**config.mk**
```make
export PLATFORM = sky130hd
export DESIGN_NAME = bcd_convert_seq
export DESIGN_NICKNAME = d
export VERILOG_FILES = /design/src/rtl/bcd_convert_seq_pkg.sv /design/src/rtl/bcd_digit_adj.sv /design/src/rtl/bcd_convert_seq.sv
export SDC_FILE = /design/constraint.sdc
export NUM_CORES = 1
export LEC_CHECK = 0
export CAP_MARGIN = 20
export CORE_MARGIN = 2
export CORE_UTILIZATION = 45
export CTS_BUF_LIST = sky130_fd_sc_hd__clkbuf_4
export DETAILED_ROUTE_END_ITERATION = 10
export PLACE_DENSITY = 0.66
export SLEW_MARGIN = 10
export SYNTH_ARGS = -nofsm -noshare
export SYNTH_HDL_FRONTEND = slang
export SYNTH_SLANG_ARGS = --single-unit
```
**constraint.sdc**
```tcl
create_clock -name clk -period 2.4 [get_ports clk]
set_input_delay 0.48 -clock clk [delete_from_list [all_inputs] [get_ports clk]]
set_output_delay 0.48 -clock clk [all_outputs]
set_load 0.05 [all_outputs]
```
**src/rtl/bcd_convert_seq_pkg.sv**
```systemverilog
// rtl/bcd_convert_seq_pkg.sv - shared types and constants for the sequential BCD converter
package bcd_convert_seq_pkg;

  typedef enum logic [1:0] {
    ST_IDLE  = 2'd0,
    ST_SHIFT = 2'd1,
    ST_DONE  = 2'd2
  } bcd_state_e;

  localparam int BCD_DIGIT_W = 4;

  // Smallest digit count n with 10^n > 2^bin_w, so every input value fits.
  function automatic int min_digits(input int bin_w);
    longint unsigned lim;
    longint unsigned p;
    int n;
    lim = 64'd1 << bin_w;
    p   = 64'd1;
    n   = 0;
    for (int i = 0; i < 20; i++) begin
      if (p <= lim) begin
        p = p * 64'd10;
        n = n + 1;
      end
    end
    return n;
  endfunction

endpackage

```
**src/rtl/bcd_digit_adj.sv**
```systemverilog
// rtl/bcd_digit_adj.sv - one shift-and-add-3 digit cell (add 3 when the digit is 5..9)
module bcd_digit_adj
  import bcd_convert_seq_pkg::*;
(
  input  logic [BCD_DIGIT_W-1:0] digit_i,
  output logic [BCD_DIGIT_W-1:0] digit_o
);

  // Codes 10..15 never occur during a conversion; forcing them to 0 keeps the cell total.
  always_comb begin
    digit_o = digit_i;
    if (digit_i >= 4'd10) begin
      digit_o = '0;
    end else if (digit_i >= 4'd5) begin
      digit_o = digit_i + 4'd3;
    end
  end

endmodule

```
**src/rtl/bcd_convert_seq.sv**
```systemverilog
// rtl/bcd_convert_seq.sv - sequential binary-to-BCD converter, one bit per clock with shared digit cells
module bcd_convert_seq
  import bcd_convert_seq_pkg::*;
#(
  parameter int BIN_W  = 16,
  parameter int DIGITS = 5
) (
  input  logic                          clk,
  input  logic                          rst_n,
  input  logic                          start,
  input  logic                          is_signed,
  input  logic [BIN_W-1:0]              bin_in,
  output logic                          busy,
  output logic                          done,
  output logic                          sign_out,
  output logic [BCD_DIGIT_W*DIGITS-1:0] bcd_out
);

  localparam int SW = BCD_DIGIT_W * DIGITS;
  localparam int CW = $clog2(BIN_W + 1);
  localparam logic [BIN_W-1:0] MAG_ONE = BIN_W'(1);
  localparam logic [CW-1:0]    CNT_ONE = CW'(1);
  localparam logic [CW-1:0]    CNT_INIT = CW'(BIN_W);

  generate
    if (DIGITS < min_digits(BIN_W)) begin : g_bad_digits
      $error("bcd_convert_seq: DIGITS too small for BIN_W");
    end
  endgenerate

  bcd_state_e      state_q, state_d;
  logic [BIN_W-1:0] mag_q, mag_d;
  logic [SW-1:0]    scratch_q, scratch_d;
  logic [CW-1:0]    cnt_q, cnt_d;
  logic             neg_q, neg_d;
  logic [SW-1:0]    bcd_q, bcd_d;
  logic             sign_q, sign_d;
  logic             busy_q, busy_d;
  logic             done_q, done_d;
  logic             neg_c;
  logic [SW-1:0]    scratch_adj;
  logic [SW-1:0]    scratch_shl;

  for (genvar g = 0; g < DIGITS; g++) begin : g_adj
    bcd_digit_adj u_adj (
      .digit_i (scratch_q[g*BCD_DIGIT_W +: BCD_DIGIT_W]),
      .digit_o (scratch_adj[g*BCD_DIGIT_W +: BCD_DIGIT_W])
    );
  end

  assign scratch_shl = {scratch_adj[SW-2:0], mag_q[BIN_W-1]};

  always_comb begin
    state_d   = state_q;
    mag_d     = mag_q;
    scratch_d = scratch_q;
    cnt_d     = cnt_q;
    neg_d     = neg_q;
    bcd_d     = bcd_q;
    sign_d    = sign_q;
    neg_c     = is_signed & bin_in[BIN_W-1];

    unique case (state_q)
      ST_IDLE: begin
        if (start) begin
          mag_d     = neg_c ? (~bin_in + MAG_ONE) : bin_in;
          neg_d     = neg_c;
          scratch_d = '0;
          cnt_d     = CNT_INIT;
          state_d   = ST_SHIFT;
        end
      end
      ST_SHIFT: begin
        scratch_d = scratch_shl;
        mag_d     = {mag_q[BIN_W-2:0], 1'b0};
        cnt_d     = cnt_q - CNT_ONE;
        // The final shift lands straight in the output register, saving a cycle.
        if (cnt_q == CNT_ONE) begin
          bcd_d   = scratch_shl;
          sign_d  = neg_q;
          state_d = ST_DONE;
        end
      end
      ST_DONE: begin
        state_d = ST_IDLE;
      end
      default: begin
        state_d = ST_IDLE;
      end
    endcase

    busy_d = (state_d != ST_IDLE);
    done_d = (state_d == ST_DONE);
  end

  always_ff @(posedge clk or negedge rst_n) begin
    if (!rst_n) begin
      state_q   <= ST_IDLE;
      mag_q     <= '0;
      scratch_q <= '0;
      cnt_q     <= '0;
      neg_q     <= 1'b0;
      bcd_q     <= '0;
      sign_q    <= 1'b0;
      busy_q    <= 1'b0;
      done_q    <= 1'b0;
    end else begin
      state_q   <= state_d;
      mag_q     <= mag_d;
      scratch_q <= scratch_d;
      cnt_q     <= cnt_d;
      neg_q     <= neg_d;
      bcd_q     <= bcd_d;
      sign_q    <= sign_d;
      busy_q    <= busy_d;
      done_q    <= done_d;
    end
  end

  assign busy     = busy_q;
  assign done     = done_q;
  assign sign_out = sign_q;
  assign bcd_out  = bcd_q;

endmodule

```
# After elaboration in Yosys (flattened, before gate mapping)

Index checks and enable logic that the tools add are counted.

Bits in registers: 67
Bits in latches: 0
Bits in writable memories: 0
Memory bits (read-only): 0
Bits of input ports: 20
Output and inout bits: 23
Word-level logic and storage cells: 58
Memories kept: 0

$add $sub $neg: 7
$mul: 0
Div/mod/pow operators: 0
$lt $le $gt $ge: 10
Eq/ne operators: 4
Shift-type cells: 0
Multiplexer cells: 20
Bitwise logic cells: 2
Reductions and logical operators: 6

Operators with widths:

| kind                  | count |
|---|---|
| $pmux 20 s2           | 1 |
| $mux 16               | 2 |
| $mux 4                | 8 |
| $pmux 16 s2           | 1 |
| $ge 4x3->1 const B    | 5 |
| $ge 4x4->1 const B    | 5 |
| $mux 20               | 1 |
| $add 16x1->16 const B | 1 |
| $add 4x2->4 const B   | 4 |
| $not 16->16           | 1 |
| $pmux 5 s2            | 1 |
| $mux 3                | 2 |
| $reduce_and 2->1      | 3 |
| $eq 5x1->1 const B    | 1 |
| $mux 5                | 1 |
| $sub 5x1->5 const B   | 1 |
| $mux 2                | 2 |
| $pmux 2 s2            | 1 |
| $reduce_bool 2->1     | 2 |
| $add 3x2->3 const B   | 1 |
| $eq 2x1->1 const B    | 1 |
| $eq 2x2->1 const B    | 1 |
| $logic_not 2->1       | 1 |
| $ne 2x2->1 const B    | 1 |
| $and 1x1->1           | 1 |

# Depth between registers and ports, before layout

Word-level depth: 5
Mapped depth: 8
Gate-level depth less buffers: 7

# By module

From an unflattened synthesis, not the netlist that was laid out.

Cells, all modules: 421
Area total of the unflattened synthesis: 3,749.8 µm²

Modules (own cells, without submodules):

| module          | times used | cells an instance | area each (µm²) | sequential area each (µm²) |
|---|---|---|---|---|
| bcd_convert_seq | 1          | 316               | 2,949.1         | 1,676.6 |
| bcd_digit_adj   | 5          | 21                | 160.2           | 0.0 |

# Least setup slack after synthesis

No wires, ideal clock.

Path type: input to register
Start point: input bin_in[10]
End point: register mag_q[14]
Library setup time: 0.130 ns
Arrival time: 1.760 ns
Data required time: 2.270 ns
Setup slack: 0.509 ns
Cell stages on the path: 5
Path buffers: 0
Cell sequence: or4_4 or4_4 o21ai_2 xor2_1 o21ai_1

Longest elaborated chain between the ends: 5

RTL lines:

| element              | RTL line               | RTL |
|---|---|---|
| from (decl)          | bcd_convert_seq.sv:12  | `input logic [BIN_W-1:0] bin_in,` |
| $not 16->16          | bcd_convert_seq.sv:66  | `mag_d = neg_c ? (~bin_in + MAG_ONE) : bin_in;` |
| $add 16x1->16        | bcd_convert_seq.sv:66  |  |
| $mux 16              | bcd_convert_seq.sv:66  |  |
| $mux 16              | bcd_convert_seq.sv:65  | `if (start) begin` |
| $pmux 16 s2          | bcd_convert_seq.sv:63  | `unique case (state_q)` |
| to (signal assigned) | bcd_convert_seq.sv:109 | `mag_q <= mag_d;` |
| to (decl)            | bcd_convert_seq.sv:32  | `logic [BIN_W-1:0] mag_q, mag_d;` |

Every way passes these cells. The select of a mux whose other input is x is not followed.
A chain may end at the register's enable or synchronous reset.

# Final worst setup path

Start point: register bcd_q[8] (netlist: bcd_out[8])
End point: output bcd_out[8]

RTL lines:

| element                | RTL line               | RTL |
|---|---|---|
| from (decl)            | bcd_convert_seq.sv:36  | `logic [SW-1:0] bcd_q, bcd_d;` |
| from (signal assigned) | bcd_convert_seq.sv:103 | `bcd_q <= '0;` |
| from (signal assigned) | bcd_convert_seq.sv:113 | `bcd_q <= bcd_d;` |
| to (decl)              | bcd_convert_seq.sv:16  | `output logic [BCD_DIGIT_W*DIGITS-1:0] bcd_out` |

No word-level cell between the ends.

==> results.ini <==
[cts]
clkTransAtPathRegs_ns = 0.10
cts_setup_buffers = 0
cts_made_buffers = 9
cts_buffer_depth = 2
cts_max_level = 3
tritoncts = built
cts-root-buf = clkbuf_4
clock-sinks = 67
cts_hold_buffers = 0
clock_latency_ns = 0.40
postCtsResizedCells = 0

[final_layout]
final_common_cell = dfrtp_1
fin_nets = 439
mostFrequentLayoutCells = 67 x dfrtp_1, 48 x nand2_1, 41 x clkdlybuf4s50_1, 21 x o21ai_0, 20 x inv_1
nFillCells = 712
area_delta_synth_final_pct = 20.0
layout-drive-gt1-share = 0.109
n_antenna_cell = 0

[synthesis]
synth_flop_cell = dfrtp_1
synth_seq_cells = 67
synth_top_family_by_area = compound AO/OA/AOI/OAI gates
synth-compound-area-share = 0.195
yosys.area_share.adder = 0.0650
synth-seq-area-share = 0.484
ys_async_sr_fraction = 1.00
yosys.area_share.simple = 0.139
synth-edff-count = 0
avgSynthCellArea_um2 = 9.85
syn-num-nets = 390
yosysUniqueCellTypes = 43
synth_cells = 352
synth_mux_area_frac = 0.0292
netlist_area_mm2 = 0.00347
synthXorXnorAreaFrac = 0.0480
yosys_warnings = 0

[die]
die_h_um = 91.8
die_area_mm2 = 0.00842
die_w_um = 91.8
row_count = 32
coreArea_mm2 = 0.00761
initial_utilization = 0.456
ios = 43

[critical_path]
path_cells = clkdlybuf4s50_1
startpoint_type = flip-flop
crit_type = reg -> out
worst-path-max-fanout = 2
worstPathArrival_ns = 1.60
max_stage_delay_ns = 0.81
worst_path_max_delay_cell = clkdlybuf4s50_1
r2r_slack_ns = 0.46
path_delay_family = buffers and inverters
cp.required_ns = 1.92
critPathBufInv = 1
crit_path_end_kind = output port

[sta]
period_share = 0.866
fmaxAchievable_mhz = 481
worst_slew_pin_slew_ns = 0.627
setup_tns_ns = 0
holdWs_ns = 0.0821
slew_headroom = 0.582
rsz0062_at_grt = no
drv_slew = 0
fin_skew_ns = 0.0180
setup_viol = 0
hold_viol_final = 0
min_period_ns = 2.08

[power_and_ir_drop]
power_density_mw_per_mm2 = 1210
p_leak_nw = 1.84
internal_power_mw = 2.81
power_switching_mw = 2.24
p_seq_frac = 0.377
clkPwrFrac = 0.119
combPwrFrac = 0.504
swShare = 0.444
finalPower_mw = 5.05
vdd_drop_max_uv = 302

[job]
maxCapViolations = 0

[detailed_routing]
drt-total-wl_um = 7060
num_vias = 2727
drtAntennaViolNets = 0
first_pass_iters = 4
wl_per_cell_um = 13.9
drc = 0
drt-vias-per-instance = 5.38
detail_route.iter0.violations = 90

[global_route]
track_usage = 0.181
antenna_found_initial = 0
grt.overflow.total = 0
grt_pass1_wl_um = 12300
grt_pass1_vias = 2709
grt_max_degree = 29

[placement]
io_buffer_count = 42
gp_congestion = 0.912
hpwlAfterDp_um = 5200

[outcome]
run_status = complete, no violations

[hold_path]
hold_path.class = in -> async

per-stage QoR:
stage | worst slack (ns) | instance area, um2 | util | std cells
6_report | 0.322 | 4160 | 0.547 | 507
5_1_grt | 0.265 | 4160 | 0.547 | 507
4_1_cts | 0.300 | 4160 | 0.547 | 507
3_5_place_dp | 0.0132 | 4060 | 0.533 | 492
3_3_place_gp | 0.0507 | 4060 | 0.533 | 492
2_1_floorplan | 0.509 | 3470 | - | 352
power groups by stage:
stage          logic, mW  registers (mW)  clock network, mW
4_1_cts             2.57            1.91              0.616
3_3_place_gp        2.49            1.91                  0
5_1_grt             2.80            1.97              0.668
2_1_floorplan       1.37            2.35                  0
3_5_place_dp        2.56            1.93                  0
6_report            2.54            1.90              0.600
path summary, 6_finish.rpt:
| check | start | end | depth (start not counted) |
|---|---|---|---|
| setup / recovery | bcd_out[8] | bcd_out[8] | 1 |
| min in group clk | bcd_out[15] | bcd_out[15] | 2 |
| setup reg to reg | cnt_q[1] | bcd_out[9] | 6 |
| hold / removal | rst_n | bcd_out[5] | 1 |
| hold reg to reg | bcd_out[15] | bcd_out[15] | 2 |
| max in group asynchronous | rst_n | mag_q[14] | 2 |
synthesized netlist by cell type, drive strengths merged, types with 4 or more instances:
cell | count | area share
nand3b | 4 | 0.0097
mux2 | 9 | 0.029
xnor2 | 11 | 0.028
a22o | 8 | 0.020
nand2b | 4 | 0.0072
nand3 | 4 | 0.0058
o22ai | 10 | 0.018
inv | 20 | 0.022
dfrtp | 67 | 0.48
clkbuf | 13 | 0.014
nor3 | 7 | 0.010
a21oi | 15 | 0.022
xor2 | 8 | 0.020
o21ai | 41 | 0.060
buf | 4 | 0.0047
nor3b | 4 | 0.0087
nor2 | 11 | 0.012
nand2 | 48 | 0.052
o31ai | 8 | 0.017
ha | 18 | 0.065
a22oi | 11 | 0.024
metal layers:
metal / wire [um] / track usage / vias up
met3: 260 / 0.0337 / 16
li1: - / - / 1353
met5: 0 / 0 / -
met2: 3490 / 0.313 / 63
met4: 136 / 0.0784 / 0
met1: 3180 / 0.223 / 1295
logic make-up (layout without fill, tap and decap cells):
| kind of cell | Yosys count | in the layout |
|---|---|---|
| buffers and inverters | 37 | 90 |
| multiplexers | 9 | 9 |
| adder cells (fa/ha/maj) | 18 | 18 |
| AO/OA/AOI/OAI | 106 | 106 |
| AND/OR/NAND/NOR | 96 | 96 |
| flip-flops | 67 | 67 |
| XOR/XNOR | 19 | 19 |
state kept, by name, summed over array words and instances (netlist names):
register and cells:
bcd_out 20, neg_q 1, scratch_q 20, cnt_q 5, done 1, state_q 2, busy 1, sign_out 1
mag_q 16
area by class of cell:
type	instances	area [um2]	share of cell area
clock buffer	11	82.6	0.0199
clock inverter	4	18.8	0.00451
inverter	20	75.1	0.0181
multi-input combinational	248	1650	0.397
sequential	67	1680	0.403
tap	102	128	0.0307
timing repair buffer	55	526	0.126
(Power assumes the default switching activity.)
